<file path="config.mk">
export PLATFORM = sky130hd
export DESIGN_NAME = motion_bbox_overlay
export DESIGN_NICKNAME = d
export VERILOG_FILES = /design/src/rtl/motion_bbox_overlay.sv
export SDC_FILE = /design/constraint.sdc
export NUM_CORES = 1
export LEC_CHECK = 0
export ABC_AREA = 1
export ABC_CLOCK_PERIOD_IN_PS = 7100
export CORE_UTILIZATION = 40
export DETAILED_ROUTE_END_ITERATION = 6
export PLACE_DENSITY = 0.61
export SLEW_MARGIN = 20
export SYNTH_ARGS = -nofsm -noshare
export SYNTH_HDL_FRONTEND = slang
export SYNTH_SLANG_ARGS = --single-unit
</file>
<file path="constraint.sdc">
create_clock -name clk -period 7.1 [get_ports clk]
set_input_delay 0.71 -clock clk [delete_from_list [all_inputs] [get_ports clk]]
set_output_delay 0.71 -clock clk [all_outputs]
set_load 0.02 [all_outputs]
</file>
<file path="src/rtl/motion_bbox_overlay.sv">
// Motion bounding-box tracker with a tear-free RGB565 border overlay on the camera stream.
// Optional feature: define MOTION_BBOX_CROSSHAIR_EN to also paint a centre crosshair.
module motion_bbox_overlay #(
  parameter int          IMG_WIDTH    = 640,
  parameter int          IMG_HEIGHT   = 480,
  parameter int          CNT_W        = 11,
  parameter int          BORDER_W     = 4,
  parameter logic [15:0] BORDER_COLOR = 16'hF800,
  parameter int          MIN_PIXELS   = 16,
  parameter int          HOLD_FRAMES  = 2
) (
  input  logic             clk,
  input  logic             rst,
  input  logic             per_frame_vsync,
  input  logic             per_frame_href,
  input  logic             per_frame_clken,
  input  logic             per_img_Y,
  input  logic             cmos_frame_vsync,
  input  logic             cmos_frame_href,
  input  logic             cmos_frame_clken,
  input  logic [15:0]      cmos_frame_data,
  output logic             post_frame_vsync,
  output logic             post_frame_href,
  output logic             post_frame_clken,
  output logic [15:0]      post_img_Y,
  output logic             box_valid,
  output logic [CNT_W-1:0] box_left,
  output logic [CNT_W-1:0] box_right,
  output logic [CNT_W-1:0] box_up,
  output logic [CNT_W-1:0] box_down
);

  localparam int               XW         = CNT_W + 1;
  localparam logic [CNT_W-1:0] CNT_MAX    = '1;
  localparam logic [CNT_W-1:0] CNT_ONE    = CNT_W'(1);
  localparam logic [CNT_W-1:0] INIT_MIN_H = CNT_W'(IMG_WIDTH - 1);
  localparam logic [CNT_W-1:0] INIT_MIN_V = CNT_W'(IMG_HEIGHT - 1);
  localparam logic [19:0]      PIX_MAX    = '1;
  localparam logic [19:0]      MIN_PIX    = 20'(MIN_PIXELS);
  localparam logic [3:0]       HOLD_LIM   = 4'(HOLD_FRAMES);
  localparam logic [XW-1:0]    BW_M1      = XW'(BORDER_W - 1);

  typedef enum logic [1:0] {
    IDLE   = 2'd0,
    ACCUM  = 2'd1,
    COMMIT = 2'd2
  } state_e;

  // Detection-stream timing
  logic             det_vsync_q;
  logic             det_href_q;
  logic [CNT_W-1:0] det_h_q;
  logic [CNT_W-1:0] det_v_q;
  logic             det_vs_rise;
  logic             det_vs_fall;
  logic             det_pix;

  // Accumulator and committed box
  state_e           state_q, state_d;
  logic [CNT_W-1:0] min_h_q, min_h_d, min_v_q, min_v_d;
  logic [CNT_W-1:0] max_h_q, max_h_d, max_v_q, max_v_d;
  logic [19:0]      pix_cnt_q, pix_cnt_d;
  logic [CNT_W-1:0] box_l_q, box_l_d, box_r_q, box_r_d;
  logic [CNT_W-1:0] box_u_q, box_u_d, box_dn_q, box_dn_d;
  logic             box_valid_q, box_valid_d;
  logic [3:0]       miss_q, miss_d;

  // Display side
  logic             post_vsync_q, post_href_q, post_clken_q;
  logic [15:0]      post_pix_q, post_pix_d;
  logic [CNT_W-1:0] ch_q, cv_q;
  logic             sh_valid_q;
  logic [CNT_W-1:0] sh_l_q, sh_r_q, sh_u_q, sh_d_q;
  logic             cam_vs_rise;

  assign det_vs_rise = per_frame_vsync & ~det_vsync_q;
  assign det_vs_fall = ~per_frame_vsync & det_vsync_q;
  assign det_pix     = per_frame_clken & per_frame_href & per_img_Y;
  assign cam_vs_rise = cmos_frame_vsync & ~post_vsync_q;

  // The vsync history resets high so a reset released mid-frame cannot fake a frame start.
  always_ff @(posedge clk or posedge rst) begin
    if (rst) begin
      det_vsync_q <= 1'b1;
      det_href_q  <= 1'b0;
      det_h_q     <= '0;
      det_v_q     <= '0;
    end else begin
      det_vsync_q <= per_frame_vsync;
      det_href_q  <= per_frame_href;
      if (!per_frame_href)
        det_h_q <= '0;
      else if (per_frame_clken && det_h_q != CNT_MAX)
        det_h_q <= det_h_q + CNT_ONE;
      if (!per_frame_vsync)
        det_v_q <= '0;
      else if (det_href_q && !per_frame_href && det_v_q != CNT_MAX)
        det_v_q <= det_v_q + CNT_ONE;
    end
  end

  always_ff @(posedge clk or posedge rst) begin
    if (rst) begin
      state_q     <= IDLE;
      min_h_q     <= '0;
      min_v_q     <= '0;
      max_h_q     <= '0;
      max_v_q     <= '0;
      pix_cnt_q   <= '0;
      box_l_q     <= '0;
      box_r_q     <= '0;
      box_u_q     <= '0;
      box_dn_q    <= '0;
      box_valid_q <= 1'b0;
      miss_q      <= '0;
    end else begin
      state_q     <= state_d;
      min_h_q     <= min_h_d;
      min_v_q     <= min_v_d;
      max_h_q     <= max_h_d;
      max_v_q     <= max_v_d;
      pix_cnt_q   <= pix_cnt_d;
      box_l_q     <= box_l_d;
      box_r_q     <= box_r_d;
      box_u_q     <= box_u_d;
      box_dn_q    <= box_dn_d;
      box_valid_q <= box_valid_d;
      miss_q      <= miss_d;
    end
  end

  always_comb begin
    state_d     = state_q;
    min_h_d     = min_h_q;
    min_v_d     = min_v_q;
    max_h_d     = max_h_q;
    max_v_d     = max_v_q;
    pix_cnt_d   = pix_cnt_q;
    box_l_d     = box_l_q;
    box_r_d     = box_r_q;
    box_u_d     = box_u_q;
    box_dn_d    = box_dn_q;
    box_valid_d = box_valid_q;
    miss_d      = miss_q;

    case (state_q)
      IDLE: begin
        if (det_vs_rise) begin
          state_d   = ACCUM;
          min_h_d   = INIT_MIN_H;
          min_v_d   = INIT_MIN_V;
          max_h_d   = '0;
          max_v_d   = '0;
          pix_cnt_d = '0;
        end
      end
      ACCUM: begin
        if (det_pix) begin
          if (det_h_q < min_h_q) min_h_d = det_h_q;
          if (det_h_q > max_h_q) max_h_d = det_h_q;
          if (det_v_q < min_v_q) min_v_d = det_v_q;
          if (det_v_q > max_v_q) max_v_d = det_v_q;
          if (pix_cnt_q != PIX_MAX) pix_cnt_d = pix_cnt_q + 20'd1;
        end
        if (det_vs_fall) state_d = COMMIT;
      end
      COMMIT: begin
        if (pix_cnt_q >= MIN_PIX) begin
          box_l_d     = min_h_q;
          box_r_d     = max_h_q;
          box_u_d     = min_v_q;
          box_dn_d    = max_v_q;
          box_valid_d = 1'b1;
          miss_d      = '0;
        end else if (miss_q < HOLD_LIM) begin
          miss_d = miss_q + 4'd1;
        end else begin
          box_valid_d = 1'b0;
        end
        // A back-to-back frame may start in the commit cycle itself.
        if (det_vs_rise) begin
          state_d   = ACCUM;
          min_h_d   = INIT_MIN_H;
          min_v_d   = INIT_MIN_V;
          max_h_d   = '0;
          max_v_d   = '0;
          pix_cnt_d = '0;
        end else begin
          state_d = IDLE;
        end
      end
      default: state_d = IDLE;
    endcase
  end

  // Camera counters plus the shadow box, which only changes at camera frame start.
  always_ff @(posedge clk or posedge rst) begin
    if (rst) begin
      ch_q       <= '0;
      cv_q       <= '0;
      sh_valid_q <= 1'b0;
      sh_l_q     <= '0;
      sh_r_q     <= '0;
      sh_u_q     <= '0;
      sh_d_q     <= '0;
    end else begin
      if (!cmos_frame_href)
        ch_q <= '0;
      else if (cmos_frame_clken && ch_q != CNT_MAX)
        ch_q <= ch_q + CNT_ONE;
      if (!cmos_frame_vsync)
        cv_q <= '0;
      else if (post_href_q && !cmos_frame_href && cv_q != CNT_MAX)
        cv_q <= cv_q + CNT_ONE;
      if (cam_vs_rise) begin
        sh_valid_q <= box_valid_q;
        sh_l_q     <= box_l_q;
        sh_r_q     <= box_r_q;
        sh_u_q     <= box_u_q;
        sh_d_q     <= box_dn_q;
      end
    end
  end

  logic [XW-1:0] ch_x, cv_x, l_x, r_x, u_x, d_x;
  logic          in_col_l, in_col_r, in_row_u, in_row_d, v_span, h_span;
  logic          border_hit, paint;

  assign ch_x = {1'b0, ch_q};
  assign cv_x = {1'b0, cv_q};
  assign l_x  = {1'b0, sh_l_q};
  assign r_x  = {1'b0, sh_r_q};
  assign u_x  = {1'b0, sh_u_q};
  assign d_x  = {1'b0, sh_d_q};

  // One extra bit keeps the far edges of the border from wrapping back to column/row 0.
  assign in_col_l = (ch_x >= l_x) && (ch_x <= l_x + BW_M1);
  assign in_col_r = (ch_x >= r_x) && (ch_x <= r_x + BW_M1);
  assign in_row_u = (cv_x >= u_x) && (cv_x <= u_x + BW_M1);
  assign in_row_d = (cv_x >= d_x) && (cv_x <= d_x + BW_M1);
  assign v_span   = (cv_x >= u_x) && (cv_x <= d_x + BW_M1);
  assign h_span   = (ch_x >= l_x) && (ch_x <= r_x + BW_M1);

  assign border_hit = sh_valid_q &&
                      (((in_col_l || in_col_r) && v_span) ||
                       ((in_row_u || in_row_d) && h_span));

`ifdef MOTION_BBOX_CROSSHAIR_EN
  logic [XW-1:0] sum_h, sum_v, cx, cy;
  logic          cross_hit;

  assign sum_h     = l_x + r_x;
  assign sum_v     = u_x + d_x;
  assign cx        = sum_h >> 1;
  assign cy        = sum_v >> 1;
  assign cross_hit = sh_valid_q &&
                     (((ch_x == cx) && (cv_x >= u_x) && (cv_x <= d_x)) ||
                      ((cv_x == cy) && (ch_x >= l_x) && (ch_x <= r_x)));
  assign paint     = border_hit || cross_hit;
`else
  assign paint     = border_hit;
`endif

  always_comb begin
    post_pix_d = 16'h0000;
    if (cmos_frame_href && cmos_frame_clken)
      post_pix_d = paint ? BORDER_COLOR : cmos_frame_data;
  end

  always_ff @(posedge clk or posedge rst) begin
    if (rst) begin
      post_vsync_q <= 1'b0;
      post_href_q  <= 1'b0;
      post_clken_q <= 1'b0;
      post_pix_q   <= '0;
    end else begin
      post_vsync_q <= cmos_frame_vsync;
      post_href_q  <= cmos_frame_href;
      post_clken_q <= cmos_frame_clken;
      post_pix_q   <= post_pix_d;
    end
  end

  assign post_frame_vsync = post_vsync_q;
  assign post_frame_href  = post_href_q;
  assign post_frame_clken = post_clken_q;
  assign post_img_Y       = post_pix_q;
  assign box_valid        = box_valid_q;
  assign box_left         = box_l_q;
  assign box_right        = box_r_q;
  assign box_up           = box_u_q;
  assign box_down         = box_dn_q;

endmodule
</file>
==> metrics.md, run 1 <==
| Metric | Value |
|---|---|
| Power per Cell Area | `253 mW/mm^2` |
| Detail-routed via count per cell | `4.92` |
| Worst-margin pin slew | `1.11 ns` |
| Final setup viols | `0` |
| Clk sinks | `225` |
| Placeable Area | `roughly 0.033 mm^2` |
| Number of max-slew violations in the final report | `0` |
| Post-synth EDFFs | `0` |
| Most frequent cells in the layout | `nand2_1 (333), dfrtp_1 (224), inv_1 (211)` |
| GP Congestion | `~0.83` |
| Crit-path max cell delay | `0.37 ns` |
| Layout Utilization | `0.475` |
| Final worst path period need | `3.48 ns` |
| Post-synthesis async set-or-reset flop share | `1.00` |
| Post-CTS Repair Setup Buffers | `0` |
| Antenna cells | `0` |
| Slowest stage cell on the critical path | `dfrtp_1` |
| IO Count | `89` |
| Routed wire length | `30,900 um` |
| Yosys top cell area share | `0.422` |
| Routed wire per std cell | `about 14 um` |
| Total vias in the final route | `10,703` |
| Mapped Area | `0.0133 mm^2` |
| DR iter-0 viols | `563` |
| Root Driver | `clkbuf_16` |
| CP Cell Sequence | `inv_1, ha_1, nor3_1, nand3_1, nor3_1, nand3_1, xor2_1, inv_1, ha_1, inv_1, nor2_1, and3_1, nand2_1, nand2_1, inv_1, nand2_1, and2_0, nand2_1, nand2_1, nand2_1, inv_2, nor2_1` |
| Critical Path End Type | `flip-flop` |
| Met2 usage in global routing | `0.318` |
| GR Util met1 | `0.255` |
| Setup ws final | `3.62 ns` |
| Share of cells above drive strength 1 | `0.0525` |
| H-Tree Depth | `1` |
| Top post-synthesis cells by area | `dfrtp_1 (42%), ha_1 (13%), nand2_1 (9.4%)` |
| CTS Buffer Depth | `3` |
| Grt ovf | `0` |
| Post-DP HPWL | `between 20,000 and 25,000 um` |
| Synth Area per Inst | `8.15 um^2` |
| Maxcap violations | `0` |
| Vias in the first global route | `10,400` |
| Main synth FF type | `dfrtp_1` |
| Worst vdd ir | `0.169 mV` |
| Antenna Nets Post-Route | `0` |
| RSZ-0062 raised after global routing | `false` |
| Worst EP required | `7.52 ns` |
| Worst Hold Class | `reg -> reg` |
| Yosys reg bits | `between 200 and 250` |
| Simple-Gate Fraction of Synth Area | `0.210` |
| Row cnt | `66` |
| Ys Warns | `0` |
| Post-Route Setup TNS | `0 ns` |
| Xor and xnor area share after synthesis | `0.0283` |
| Compound-gate portion of the synthesized area | `0.127` |
| Commonest non-fill, non-tap cell in the layout | `nand2_1` |
| First-pass GRT wire length | `51,800 um` |
| DRC viols | `0` |
| Most frequent CP cell | `nand2_1` |
| Post_cts resized | `0` |
| CTS tree | `done` |
| Adder-cell share of the synthesized area | `0.133` |
| Cells after synthesis | `1,631` |
| Worst slack, placed | `3.64 ns` |
| Fillers | `~3,200` |
| Multiplexer share of the synthesized area | `0.000847` |
| Die Height | `184 um` |
| Final period util | `0.489` |
| Number of port buffers | `roughly 90` |
| Drt first pass iters | `6` |
| Largest family of logic cells by synthesized area | `simple AND/OR/NAND/NOR gates` |
| Final #Nets | `1,879` |
| WS Path Type | `reg -> reg` |
| Total track usage | `0.188` |
| Met3 Use GR | `0.0259` |
| Worst Path Arrival | `3.89 ns` |
| Clock Pin Slew Worst Setup and Hold Paths | `0.06 ns` |
| Die X | `184 um` |
| Slew headroom | `0.263` |
| Initial antenna violation count | `0` |
| Largest fanout on the critical path | `11` |
| Initial core utilization | `0.408` |
| Post-Syn Nets | `between 1,500 and 2,000` |
| Post-synth top area cell | `dfrtp_1` |
| Worst-Skew Late Latency | `0.53 ns` |
| Distinct cells, synth | `52` |
| Static Leak | `0.00751 uW` |
| Area Overhead vs Synth | `16.5%` |
| Status | `complete, no violations` |
| Post-synthesis sequential area ratio | `0.424` |
| Largest net degree at the start of global routing | `131` |
| CTS buffer count | `26` |
| Worst setup SP type | `flip-flop` |
| Worst-case clock skew | `approximately 0.014 ns` |
| Fin Hold WS | `0.481 ns` |
| CTS Hold Buffers Added | `0` |
| GRT busiest layer | `met2` |
| Die footprint | `0.0340 mm^2` |
| Fin. Hold Viols | `0` |
| Fmax | `288 MHz` |
-- path summary, 6_finish.rpt --
check                      slack [ns]                    from  cells after the start                        to
min                              0.48  min_v_q[7]$_DFFE_PP0P_                      2    min_v_q[7]$_DFFE_PP0P_
max                              3.62   sh_r_q[0]$_DFFE_PP0P_                     22   post_img_Y[4]$_DFF_PP0_
max in group asynchronous        5.03                     rst                      3       cv_q[2]$_DFFE_PP0P_
min reg2reg                      0.48  min_v_q[7]$_DFFE_PP0P_                      2    min_v_q[7]$_DFFE_PP0P_
max reg2reg                      3.62   sh_r_q[0]$_DFFE_PP0P_                     22   post_img_Y[4]$_DFF_PP0_
min in group asynchronous        0.79                     rst                      2  box_left[10]$_DFFE_PP0P_
-- Yosys cell counts, types with 2 or more instances --
cell / instances
o22ai_1: 2
ha_1: 141
inv_4: 2
o21ai_0: 131
buf_6: 2
nor2_2: 2
nor4_1: 12
nor2_1: 142
and3_1: 2
o21ai_1: 9
o21a_1: 10
buf_4: 2
nor3_2: 7
nand4_2: 3
nand2_2: 3
nand3_2: 2
nand2_1: 334
a21oi_1: 133
inv_2: 11
a21oi_2: 2
buf_1: 2
nor3_1: 44
a21o_1: 6
nor3_4: 2
clkbuf_1: 23
o2111ai_1: 3
o31ai_1: 6
inv_1: 212
nand3_1: 63
nor3b_1: 3
xnor2_1: 3
buf_2: 10
a31oi_1: 2
nand4_1: 19
or2_2: 2
dfrtp_1: 224
xor2_1: 40
-- final cells by class --
type                    count  area, um^2  area share
clock buffers              41         788      0.0509
clock inverters             6         105     0.00679
inverters                 225         857      0.0553
multi-input cells        1142        6640       0.428
flip-flops and latches    225        5630       0.364
well taps                 442         553      0.0357
repair buffers             93         918      0.0593
-- kinds of logic (layout without fill, tap and decap cells) --
group                      after synthesis  count (layout)
and+or+nand+nor                        645             645
AOI/OAI and AO/OA                      312             312
buffers and inverters                  264             365
adders and majority gates              141             141
xor gates and xnor gates                43              43
muxes                                    1               1
DFF                                    225             225
-- worst max-delay path, delay by kind of cell, from the launching register on --
kind          cells  cell delay [ns]
simple gates     14             1.88
fa+ha+maj         2             0.52
buf+inv           5             0.45
flops             1             0.37
xor+xnor          1             0.14
-- where the power goes --
part,internal [uW],total (uW),switching [uW]
sequential,1460,1610,154
combinational,360,924,564
clock,864,1380,521
-- stage by stage --
step           instance area [um^2]  power, uW  cells
3_3_place_gp                  14600       2540   2127
6_report                      15500       3920   2174
5_1_grt                       15500       4170   2174
3_5_place_dp                  14600       2570   2127
2_1_floorplan                 13300       2230   1631
4_1_cts                       15500       3970   2174
-- registers in the layout (all words and copies together) (netlist names), 2 cells and up --
| register | count |
|---|---|
| pix_cnt_q | 20 |
| post_img_Y | 16 |
| box_down | 11 |
| box_left | 11 |
| box_right | 11 |
| box_up | 11 |
| ch_q | 11 |
| cv_q | 11 |
| det_h_q | 11 |
| det_v_q | 11 |
| max_h_q | 11 |
| max_v_q | 11 |
| min_h_q | 11 |
| min_v_q | 11 |
| sh_d_q | 11 |
| sh_l_q | 11 |
| sh_r_q | 11 |
| sh_u_q | 11 |
| miss_q | 4 |
| state_q | 2 |
-- layer usage --
metal,vias up,share of wire
met5,-,0
met4,0,0.015
met3,35,0.036
met2,143,0.48
met1,4986,0.47
li1,5539,-
Note: power is estimated with default switching activity, not from simulation.
==> run 2, diff against run 1 <==
Settings changed: ABC_CLOCK_PERIOD_IN_PS 7100 to 2900.
Clock period 7.1 ns to 2.9 ns, I/O delays scaled along.
==> metrics.md, run 2 (synthesis results as in run 1) <==
| Metric | Value |
|---|---|
| CP Cell Sequence | `buf_4, buf_4, buf_4, o21ai_2, nor3_2, nand3_1, xor2_1, ha_1, nand3_2, inv_2, nand2_2, nor2_2, nand2_1, nand3_1, nand2_1, nand2_1, nand2_1, nand2_1, nand2_2, nand2_4, clkinvlp_4, nor2_1 (was inv_1, ha_1, nor3_1, nand3_1, nor3_1, nand3_1, xor2_1, inv_1, ha_1, inv_1, nor2_1, and3_1, nand2_1, nand2_1, inv_1, nand2_1, and2_0, nand2_1, nand2_1, nand2_1, inv_2, nor2_1)` |
| Vias in the first global route | `10,624 (was 10,400)` |
| Final period util | `0.992 (was 0.489)` |
| Max reg flops | `20 (unchanged)` |
| Static Leak | `0.00782 uW (was 0.00751 uW)` |
| Total power | `9810 uW (was 3920 uW)` |
| GP Congestion | `0.882 (was 0.829)` |
| CTS Buffer Depth | `3 (unchanged)` |
| Root Driver | `clkbuf_16 (unchanged)` |
| Met1 wire length | `15,300 um (was 14,600 um)` |
| Largest Register | `pix_cnt_q (unchanged)` |
| Reg2reg start | `sh_u_q[0]$_DFFE_PP0P_ (was sh_r_q[0]$_DFFE_PP0P_)` |
| Drt first pass iters | `7 (was 6)` |
| DRC viols | `0 (unchanged)` |
| Placed Cells | `2,170 (was 2,127)` |
| Antenna Nets Post-Route | `0 (unchanged)` |
| DR iter-0 viols | `622 (was 563)` |
| Detail-routed via count per cell | `4.96 (was 4.92)` |
| Final worst path period need | `2.88 ns (was 3.48 ns)` |
| Status | `complete, no violations (unchanged)` |
| Initial core utilization | `0.408 (unchanged)` |
| CP bufs+invs | `5 (unchanged)` |
| Start point of the critical path | `sh_u_q[0]$_DFFE_PP0P_ (was sh_r_q[0]$_DFFE_PP0P_)` |
| Die X | `184 um (unchanged)` |
| Number of port buffers | `88 (unchanged)` |
| Largest fanout on the critical path | `7 (was 11)` |
| Crit. path cell count | `22 (unchanged)` |
| Final #Nets | `1,941 (was 1,879)` |
| Maxcap violations | `0 (unchanged)` |
| Worst-Skew Late Latency | `0.54 ns (was 0.53 ns)` |
| Routed wire length | `32,200 um (was 30,900 um)` |
| Total track usage | `0.195 (was 0.188)` |
| Worst setup SP type | `flip-flop (unchanged)` |
| Area Overhead vs Synth | `21.6% (was 16.5%)` |
| R2r setup slk | `0.02 ns (was 3.62 ns)` |
| Critical Path End Type | `flip-flop (unchanged)` |
| Worst vdd ir | `0.478 mV (was 0.169 mV)` |
| Die Height | `184 um (unchanged)` |
| Clock Pin Slew Worst Setup and Hold Paths | `0.06 ns (about the same)` |
| Worst r2r dst | `post_img_Y[2]$_DFF_PP0_ (was post_img_Y[4]$_DFF_PP0_)` |
| Worst-case clock skew | `0.0216 ns (was 0.0137 ns)` |
| Number of max-slew violations in the final report | `0 (unchanged)` |
| Post-DP HPWL | `23,600 um (was 23,100 um)` |
| Power per Cell Area | `607 mW/mm^2 (was 253 mW/mm^2)` |
| IO Count | `89 (unchanged)` |
| Routed wire per std cell | `14.4 um (was 14.2 um)` |
| Worst slack, placed | `-0.257 ns (was 3.64 ns)` |
| Worst-margin pin slew | `0.812 ns (was 1.11 ns)` |
| Die footprint | `0.0340 mm^2 (unchanged)` |
| Row cnt | `66 (unchanged)` |
| Largest net degree at the start of global routing | `137 (was 131)` |
| Final setup viols | `0 (unchanged)` |
| Fillers | `3,113 (was 3,219)` |
| Fmax | `347 MHz (was 288 MHz)` |
| Critical path destination | `post_img_Y[2]$_DFF_PP0_ (was post_img_Y[4]$_DFF_PP0_)` |
| Metal3 WL | `1090 um (was 1110 um)` |
| CTS tree | `done (unchanged)` |
| Antenna cells | `0 (unchanged)` |
| Worst Hold Class | `in -> async (was reg -> reg)` |
| Slowest stage cell on the critical path | `dfrtp_1 (unchanged)` |
| Worst EP required | `3.37 ns (was 7.52 ns)` |
| Placeable Area | `0.0326 mm^2 (unchanged)` |
| RSZ-0062 raised after global routing | `true (was false)` |
| WS Path Type | `reg -> reg (unchanged)` |
| CTS buffer count | `26 (unchanged)` |
| Worst Path Arrival | `3.35 ns (was 3.89 ns)` |
| CTS Hold Buffers Added | `0 (unchanged)` |
| H-Tree Depth | `1 (unchanged)` |
| Slew headroom | `0.459 (was 0.263)` |
| Fin. Hold Viols | `0 (unchanged)` |
| Grt ovf | `0 (unchanged)` |
| First-pass GRT wire length | `53,700 um (was 51,800 um)` |
| Final non-filler cell total | `2,236 (was 2,174)` |
| WL met2 | `15,100 um (was 14,700 um)` |
| Most frequent CP cell | `nand2_1 (unchanged)` |
| Clk sinks | `225 (unchanged)` |
| Setup ws final | `0.0218 ns (was 3.62 ns)` |
| Most frequent cells in the layout | `nand2_1 (329), dfrtp_1 (224), inv_1 (205) (was nand2_1 (333), dfrtp_1 (224), inv_1 (211))` |
| Initial antenna violation count | `0 (unchanged)` |
| Commonest non-fill, non-tap cell in the layout | `nand2_1 (unchanged)` |
| Top Layer Used | `met4 (unchanged)` |
| Top delay family on crit path | `simple AND/OR/NAND/NOR gates (unchanged)` |
| Worst reg-to-reg path cell count | `22 (unchanged)` |
| Total vias in the final route | `11,088 (was 10,703)` |
| Post-Route Setup TNS | `0 ns (unchanged)` |
| Crit-path max cell delay | `0.38 ns (was 0.37 ns)` |
| Share of cells above drive strength 1 | `0.108 (was 0.0525)` |
-- run 2: layout make-up --
type | instances | area [um^2] | area share
Multi-Input combinational cell | 1142 | 6850 | 0.423
Tap cell | 442 | 553 | 0.0342
Clock buffer | 40 | 785 | 0.0485
Clock inverter | 7 | 72.6 | 0.00449
Timing Repair inverter | 1 | 7.51 | 0.000464
Inverter | 225 | 856 | 0.0529
Sequential cell | 225 | 5630 | 0.348
Timing Repair Buffer | 154 | 1410 | 0.0875
-- run 2: worst min-delay path, cell delays in order --
cell	delay [ns]
clkdlybuf4s50_1	0.44
clkinvlp_4	0.14
buf_12	0.30
-- run 2: worst min path at each step --
stage | start | to
after floorplan | per_frame_vsync | det_vsync_q$_DFF_PP1_
after CTS | cmos_frame_clken | post_frame_clken$_DFF_PP0_
final | rst | det_v_q[5]$_DFFE_PP0P_
after global placement | max_h_q[4]$_DFFE_PP0P_ | max_h_q[4]$_DFFE_PP0P_
after global routing | cmos_frame_clken | post_frame_clken$_DFF_PP0_
after detailed placement | max_h_q[6]$_DFFE_PP0P_ | max_h_q[6]$_DFFE_PP0P_
-- run 2: metal layers --
metal / vias to the layer above / GRT usage
li1: 5656 / -
met1: 5216 / 0.268
met2: 158 / 0.325
met3: 58 / 0.0221
met4: 0 / 0.0557
met5: - / 0
-- run 2: stage by stage --
step | area [um^2] | hold slack, ns | util
finish | 16200 | 0.242 | 0.496
global route | 16200 | 0.262 | 0.496
CTS | 16000 | 0.257 | 0.492
detailed placement | 15000 | 0.473 | 0.459
global placement | 15000 | 0.466 | 0.459
floorplan | 13300 | 0.294 | -
-- run 2: repair_timing --
action                                 4_1_cts  5_1_grt
resized for setup                           35       12
gates cloned                                 1        0
setup endpoints to repair                   16       16
pin swaps                                   29       15
buffers inserted                             9        9
endpoints found under the hold margin        0        0
-- run 2: power by group --
group | switching, uW | internal [uW] | leakage, uW | total [uW]
Clock | 1320 | 1950 | 0.000415 | 3270
Combinational | 1520 | 1090 | 0.00446 | 2610
Sequential | 365 | 3570 | 0.00295 | 3930
